==> src/rtl/dds_sine_gen_if.sv <==
// Control and sample bus of the DDS sine source: tuning/phase controls in,
// offset-binary samples with a valid flag out.
interface dds_sine_gen_if #(
  parameter int ACC_W  = 32,
  parameter int LUT_AW = 8,
  parameter int OUT_W  = 8
);
  logic              en;
  logic              clr;
  logic              fw_we;
  logic [ACC_W-1:0]  fw;
  logic [LUT_AW-1:0] phase_off;
  logic [OUT_W-1:0]  dout;
  logic              dout_valid;

  modport master (
    output en, clr, fw_we, fw, phase_off,
    input  dout, dout_valid
  );

  modport slave (
    input  en, clr, fw_we, fw, phase_off,
    output dout, dout_valid
  );
endinterface

==> src/rtl/dds_sine_gen.sv <==
// Direct-digital-synthesis sine source: phase accumulator, quarter-wave ROM with
// symmetry folding and a 3-register pipeline (address, magnitude, output).
module dds_sine_gen #(
  parameter int               ACC_W    = 32,
  parameter int               LUT_AW   = 8,
  parameter int               OUT_W    = 8,
  parameter logic [ACC_W-1:0] FW_RESET = '0
) (
  input  logic           clk,
  input  logic           rst_n,
  dds_sine_gen_if.slave  bus
);

  localparam int QAW = LUT_AW - 2;
  localparam int QN  = 1 << QAW;
  localparam logic [OUT_W-1:0] MID = OUT_W'(1) << (OUT_W - 1);

  // Quarter-wave entry round(AMP*sin(pi*(2k+1)/2^LUT_AW)), evaluated with a
  // Q28 Taylor series so the table is built at elaboration without reals.
  function automatic logic [OUT_W-2:0] romEntry(input int k);
    longint piQ;
    longint x;
    longint x2;
    longint term;
    longint sum;
    longint amp;
    longint val;
    piQ  = 64'sd843314857;
    amp  = (longint'(1) <<< (OUT_W - 1)) - 1;
    x    = (piQ * longint'(2 * k + 1)) >>> LUT_AW;
    x2   = (x * x) >>> 28;
    term = x;
    sum  = x;
    for (int n = 1; n < 12; n++) begin
      term = -((term * x2) >>> 28) / longint'((2 * n) * (2 * n + 1));
      sum  = sum + term;
    end
    val = (amp * sum + (longint'(1) <<< 27)) >>> 28;
    return (OUT_W-1)'(val);
  endfunction

  logic [OUT_W-2:0] rom [QN];

  for (genvar k = 0; k < QN; k++) begin : gRom
    localparam logic [OUT_W-2:0] ENTRY = romEntry(k);
    assign rom[k] = ENTRY;
  end

  logic [ACC_W-1:0]  acc_q, acc_d;
  logic [ACC_W-1:0]  fwReg_q;
  logic [LUT_AW-1:0] addr_q, addr_d;
  logic              v1_q;
  logic [OUT_W-2:0]  mag_q;
  logic              neg_q;
  logic              v2_q;
  logic [OUT_W-1:0]  dout_q, dout_d;
  logic              valid_q;

  logic [1:0]        quad;
  logic [QAW-1:0]    idx;

  // Offset only touches the top LUT_AW bits, so adding it to the truncated
  // accumulator gives the same address as the full-width sum.
  always_comb begin
    acc_d  = acc_q + fwReg_q;
    addr_d = acc_q[ACC_W-1 -: LUT_AW] + bus.phase_off;
    quad   = addr_q[LUT_AW-1 -: 2];
    idx    = addr_q[QAW-1:0] ^ {QAW{quad[0]}};
    dout_d = neg_q ? {1'b0, ~mag_q} : {1'b1, mag_q};
  end

  always_ff @(posedge clk or negedge rst_n) begin
    if (!rst_n) begin
      acc_q   <= '0;
      fwReg_q <= FW_RESET;
      addr_q  <= '0;
      v1_q    <= 1'b0;
      mag_q   <= '0;
      neg_q   <= 1'b0;
      v2_q    <= 1'b0;
      dout_q  <= MID;
      valid_q <= 1'b0;
    end else begin
      if (bus.fw_we) begin
        fwReg_q <= bus.fw;
      end
      if (bus.clr) begin
        acc_q   <= '0;
        v1_q    <= 1'b0;
        v2_q    <= 1'b0;
        valid_q <= 1'b0;
      end else begin
        v1_q <= bus.en;
        if (bus.en) begin
          acc_q  <= acc_d;
          addr_q <= addr_d;
        end
        v2_q <= v1_q;
        if (v1_q) begin
          mag_q <= rom[idx];
          neg_q <= quad[1];
        end
        valid_q <= v2_q;
        if (v2_q) begin
          dout_q <= dout_d;
        end
      end
    end
  end

  assign bus.dout       = dout_q;
  assign bus.dout_valid = valid_q;

endmodule

==> src/flat_wrapper.sv <==
// flat-port wrapper written by rule: the top's interface ports become plain ports
module dds_sine_gen_flat 
#(
  parameter int               ACC_W    = 32,
  parameter int               LUT_AW   = 8,
  parameter int               OUT_W    = 8,
  parameter logic [ACC_W-1:0] FW_RESET = '0
)
  (clk, rst_n, bus_en, bus_clr, bus_fw_we, bus_fw, bus_phase_off, bus_dout, bus_dout_valid);
  dds_sine_gen_if #(.ACC_W(ACC_W), .LUT_AW(LUT_AW), .OUT_W(OUT_W)) bus_i ();
  input  logic clk;
  input  logic rst_n;
  input wire logic [$bits(bus_i.en)-1:0] bus_en;
  input wire logic [$bits(bus_i.clr)-1:0] bus_clr;
  input wire logic [$bits(bus_i.fw_we)-1:0] bus_fw_we;
  input wire logic [$bits(bus_i.fw)-1:0] bus_fw;
  input wire logic [$bits(bus_i.phase_off)-1:0] bus_phase_off;
  output wire logic [$bits(bus_i.dout)-1:0] bus_dout;
  output wire logic [$bits(bus_i.dout_valid)-1:0] bus_dout_valid;
  assign bus_i.en = bus_en;
  assign bus_i.clr = bus_clr;
  assign bus_i.fw_we = bus_fw_we;
  assign bus_i.fw = bus_fw;
  assign bus_i.phase_off = bus_phase_off;
  assign bus_dout = bus_i.dout;
  assign bus_dout_valid = bus_i.dout_valid;
  dds_sine_gen #(.ACC_W(ACC_W), .LUT_AW(LUT_AW), .OUT_W(OUT_W), .FW_RESET(FW_RESET)) u_core (.clk(clk), .rst_n(rst_n), .bus(bus_i));
endmodule
==> config.mk <==
export PLATFORM = sky130hd
export DESIGN_NAME = dds_sine_gen_flat
export DESIGN_NICKNAME = d
export VERILOG_FILES = /design/src/rtl/dds_sine_gen_if.sv /design/src/rtl/dds_sine_gen.sv /design/src/flat_wrapper.sv
export SDC_FILE = /design/constraint.sdc
export NUM_CORES = 1
export LEC_CHECK = 0
export ABC_AREA = 1
export CAP_MARGIN = 10
export CORE_MARGIN = 4
export CORE_UTILIZATION = 35
export DETAILED_ROUTE_END_ITERATION = 7
export MAX_ROUTING_LAYER = met4
export PLACE_DENSITY_LB_ADDON = 0.1
export SYNTH_ARGS = -nofsm -noshare
export SYNTH_HDL_FRONTEND = slang
export SYNTH_SLANG_ARGS = --single-unit
==> constraint.sdc <==
create_clock -name clk -period 2.6 [get_ports clk]
set_input_delay 0.52 -clock clk [delete_from_list [all_inputs] [get_ports clk]]
set_output_delay 0.52 -clock clk [all_outputs]
set_load 0.03 [all_outputs]
==> metrics.log <==
INFO  metric detail_route.wl_per_cell = 13.2 um
INFO  metric placed_area = 7450 sq um
INFO  metric drtIter0Drc = 378
INFO  metric worstHoldPathCells = 2
INFO  metric dr_total_vias = 5689
INFO  metric max_freq = 461 MHz
INFO  metric rsz_0062_raised_after_global_routing = no
INFO  metric postRouteWirelength = 16300 um
INFO  metric cts-resized-gates = 0
INFO  metric totalNegativeSetupSlack = 0 ps
INFO  metric power.share.combinational = 45.3%
INFO  metric switchingPower = 2.54 mW
INFO  metric tritoncts_num_sinks = 91
INFO  metric asyncSetResetFlopFracSynth = 100%
INFO  metric setup.reg_to_reg.worst_slack = 430 ps
INFO  metric number_of_input_and_output_port_buffers_inserted = 53
INFO  metric rows = 50
INFO  metric rr_worst_depth = 13
INFO  metric hold-worst-slack = 484 ps
INFO  metric clock_network_fraction_of_total_power = 23.5%
INFO  metric yosys_warnings = 0
INFO  metric die-height = 146 um
INFO  metric grt_pass1_wl = 27500 um
INFO  metric tritoncts = yes
INFO  metric rr_endpoint = u_core.acc_q[28]
INFO  metric synth-edff-count = 0
INFO  metric detailedPlacementHpwl = 12700 um
INFO  metric hold_path_startpoint = u_core.bus.dout[1]
INFO  metric yosys.area.top_type = sky130_fd_sc_hd__dfrtp_1
INFO  metric global_route.usage.total = 16.3%
INFO  metric cp-start-kind = flop
INFO  metric critPathSlowestCell = sky130_fd_sc_hd__fa_1
INFO  metric worst_path_most_repeated_cell = sky130_fd_sc_hd__nand3_1
INFO  metric worstHoldPathType = flop to flop
INFO  metric post_route_cells_drive_above_1_share = 8.07%
INFO  metric hold_fails_final_rpt = 0
INFO  metric clk_latency = 350 ps
INFO  metric status = finished clean
INFO  metric crit_type = flop to flop
INFO  metric diodes = 0
INFO  metric place_inst = 1221
INFO  metric cp.required = 2850 ps
INFO  metric timing.max_cap.violations = 0
INFO  metric design.die.area = 21300 sq um
INFO  metric place_congestion = 0.873
INFO  metric post-cts-setup-buffers = 0
INFO  metric period_needed = 2170 ps
INFO  metric ratio_of_final_minimum_period_to_clock_period = 83.4%
INFO  metric timing_worst_slew_pin_value = 487 ps
INFO  metric internal_power = 3.62 mW
INFO  metric number_of_pins_exceeding_their_max_slew_limit_in_the_final_report = 0
INFO  metric post-layout-total-power = 6.16 mW
INFO  metric multi_input_comb_area = 3740 sq um
INFO  metric final.setup.worst_slack = 431 ps
INFO  metric cp-end-kind = flop
INFO  metric synth-main-ff-cell = sky130_fd_sc_hd__dfrtp_1
INFO  metric globalRouteOverflowTotal = 0
INFO  metric clk_pin_slew = 70 ps
INFO  metric cp-startpoint = u_core.fwReg_q[0]
INFO  metric synth_cells = 942
INFO  metric cts.root.buffer_cell = sky130_fd_sc_hd__clkbuf_16
INFO  metric dpl_worst_slack = 205 ps
INFO  metric syn-num-nets = 1035
INFO  metric synth-seq-area-share = 34.2%
INFO  metric fp.dieW = 146 um
INFO  metric design.core.area = 18700 sq um
INFO  metric cts_htree_levels = 3
INFO  metric leakage = 4.18 nW
INFO  metric timing.rr.start = u_core.fwReg_q[0]
INFO  metric crit_chain = ha_1 -> inv_1 -> fa_1 -> inv_1 -> nand3_1 -> nand3_1 -> nand3_1 -> nand3_1 -> nand2_1 -> nand2_1 -> nand2_1 -> nand3_1 -> nand2_1
INFO  metric grt_start_max_net_pins = 54
INFO  metric route.detailed.vias_per_inst = 4.60
INFO  metric vdd.ir_drop.worst = 0.303 mV
INFO  metric critPathTopFamily = simple AND/OR/NAND/NOR gates
INFO  metric min_delay_worst_endpoint = u_core.bus.dout[1]
INFO  metric route.detailed.drc = 0
INFO  metric power.density = 792 nW/um^2
INFO  metric cp_buf_inv_count = 2
INFO  metric swShare = 41.2%
INFO  metric yosys.cell_types.count = 42
INFO  metric max_slew_margin = 67.5%
INFO  metric power.sequential.fraction = 31.2%
INFO  metric final-seq-area = 2280 sq um
INFO  metric synth_seq_cells = 91
INFO  metric cts-root-to-sink-buffers = 2
INFO  metric syn_avg_cell_area = 7.07 sq um
INFO  metric path_max_fanout = 4
INFO  metric final_setup_violations = 0
INFO  metric layout.nets = 1092
INFO  metric post-route-cell-area = 7780 sq um
INFO  metric finClkSkew = 9.04 ps
INFO  metric synth_top_cell_area_share = 33.8%
INFO  metric antenna_left = 0
INFO  metric core_util_final = 41.6%
INFO  metric syn-cell-area = 6660 sq um
INFO  metric grt_antenna_before_repair = 0
INFO  metric final.fill_count = 1974
INFO  metric cts_buffers = 9
INFO  metric ys_top_cells_by_area = sky130_fd_sc_hd__dfrtp_1 34%, sky130_fd_sc_hd__nand2_1 20%, sky130_fd_sc_hd__ha_1 8.6%
INFO  metric design.portCount = 54
INFO  metric worst-endpoint-arrival = 2420 ps
INFO  metric first_global_vias = 5445
INFO  metric areaGrowthSynthToFinish = 16.8%
INFO  metric initial_core_util = 35.6%
INFO  metric drt_pass1_iterations = 4
INFO  metric critical_path.max_stage_delay = 390 ps
INFO  metric post_layout_instance_count_excluding_filler_cells = 1238
==> worst register-to-register path: stages (launching register included) <==
cell,delay [ps]
sky130_fd_sc_hd__dfrtp_1,350
sky130_fd_sc_hd__ha_1,200
sky130_fd_sc_hd__inv_1,70
sky130_fd_sc_hd__fa_1,390
sky130_fd_sc_hd__inv_1,130
sky130_fd_sc_hd__nand3_1,80
sky130_fd_sc_hd__nand3_1,140
sky130_fd_sc_hd__nand3_1,90
sky130_fd_sc_hd__nand3_1,220
sky130_fd_sc_hd__nand2_1,150
sky130_fd_sc_hd__nand2_1,90
sky130_fd_sc_hd__nand2_1,50
sky130_fd_sc_hd__nand3_1,60
sky130_fd_sc_hd__nand2_1,50
==> worst max-delay path by stage <==
stage	cells past startpoint	slack (ps)	end
3_3_place_gp	14	210	u_core.addr_q[6]
4_1_cts	13	410	u_core.acc_q[28]
5_1_grt	13	170	u_core.acc_q[28]
2_1_floorplan	9	740	u_core.mag_q[2]
3_5_place_dp	14	210	u_core.addr_q[6]
6_report	13	430	u_core.acc_q[28]
==> cells by family (layout without fill, tap and decap cells) <==
family,count (synthesis),count (layout),share of synthesized area [%]
and+or+nand+nor,489,489,29.5
buffers and inverters,157,219,9.75
AOI/OAI and AO/OA,108,108,9.03
DFF,91,91,34.2
adders and majority gates,48,48,9.24
muxes,31,31,5.24
xor gates and xnor gates,18,18,3.04
==> flip-flops by register name, summed over array words and instances, names as in the netlist <==
signal	flops
u_core.bus.dout	8
u_core.neg_q	1
u_core.bus.dout_valid	1
u_core.v2_q	1
u_core.acc_q	32
u_core.fwReg_q	32
u_core.mag_q	7
u_core.v1_q	1
u_core.addr_q	8
==> per-layer routing <==
layer | share of wire (%) | vias to the layer above | global-route usage (%)
met4 | 0.83 | 0 | 3.72
met1 | 52 | 2524 | 23.0
li1 | - | 3076 | -
met5 | 0 | - | -
met2 | 43 | 81 | 24.1
met3 | 4.3 | 8 | 3.33
==> cells in the mapped netlist (2+ instances only) <==
cell type                  count
sky130_fd_sc_hd__o21ai_2       2
sky130_fd_sc_hd__o21ai_0      39
sky130_fd_sc_hd__mux2_2       31
sky130_fd_sc_hd__clkbuf_1      8
sky130_fd_sc_hd__inv_2         2
sky130_fd_sc_hd__xor2_1        4
sky130_fd_sc_hd__o21ai_1       8
sky130_fd_sc_hd__nand2_2       3
sky130_fd_sc_hd__clkinv_1      2
sky130_fd_sc_hd__a31oi_1       3
sky130_fd_sc_hd__nand3_1      53
sky130_fd_sc_hd__a21oi_1      44
sky130_fd_sc_hd__nand2_1     359
sky130_fd_sc_hd__ha_1         46
sky130_fd_sc_hd__a32o_1        2
sky130_fd_sc_hd__inv_1       133
sky130_fd_sc_hd__fa_1          2
sky130_fd_sc_hd__buf_2         5
sky130_fd_sc_hd__nand2_4       3
sky130_fd_sc_hd__or2_2         2
sky130_fd_sc_hd__nor3_1        2
sky130_fd_sc_hd__nand3b_1      3
sky130_fd_sc_hd__nor2_1       58
sky130_fd_sc_hd__nand4_1       5
sky130_fd_sc_hd__o211ai_1      2
sky130_fd_sc_hd__o21bai_1      3
sky130_fd_sc_hd__dfrtp_1      90
sky130_fd_sc_hd__buf_6         4
sky130_fd_sc_hd__xnor2_1      11
==> power groups by stage <==
stage	Combinational (mW)	Clock [mW]	Sequential, mW
2_1_floorplan	2.04	0	2.00
5_1_grt	3.19	1.57	1.97
6_report	2.79	1.45	1.93
4_1_cts	2.81	1.51	1.93
3_3_place_gp	2.80	0	1.95
3_5_place_dp	2.79	0	1.96
==> cell usage in the layout, fill, tap and decap left out, types with 3 or more instances in the layout <==
master,netlist,routed
sky130_fd_sc_hd__a31oi_1,3,3
sky130_fd_sc_hd__mux2_2,31,31
sky130_fd_sc_hd__nand4_1,5,5
sky130_fd_sc_hd__nor2_1,58,56
sky130_fd_sc_hd__a21oi_1,44,44
sky130_fd_sc_hd__clkdlybuf4s50_1,0,51
sky130_fd_sc_hd__o21ai_0,39,39
sky130_fd_sc_hd__nand2_1,359,359
sky130_fd_sc_hd__dfrtp_1,90,90
sky130_fd_sc_hd__nand2_4,3,3
sky130_fd_sc_hd__inv_1,133,133
sky130_fd_sc_hd__inv_6,1,3
sky130_fd_sc_hd__nand2_2,3,3
sky130_fd_sc_hd__ha_1,46,46
sky130_fd_sc_hd__buf_4,0,10
sky130_fd_sc_hd__o21ai_1,8,8
sky130_fd_sc_hd__nand3_1,53,53
sky130_fd_sc_hd__nand3b_1,3,3
sky130_fd_sc_hd__xnor2_1,11,11
sky130_fd_sc_hd__xor2_1,4,4
sky130_fd_sc_hd__clkbuf_16,0,9
sky130_fd_sc_hd__o21bai_1,3,3
==> final cells by class <==
cell class              instances  share of cell area [%]
inverters                     139                    6.80
multi-input cells             694                    48.0
well taps                     234                    3.76
repair buffers                 64                    7.97
clock buffers                   9                    2.89
flip-flops and latches         91                    29.3
clock inverters                 7                    1.27
==> repair_timing <==
| item | in CTS | in global routing |
|---|---|---|
| endpoints found under the hold margin | 8 | 0 |
| hold buffers | 1 | 0 |
| endpoints found under the setup margin | 0 | 0 |
Note: power is estimated with default switching activity, not from simulation.
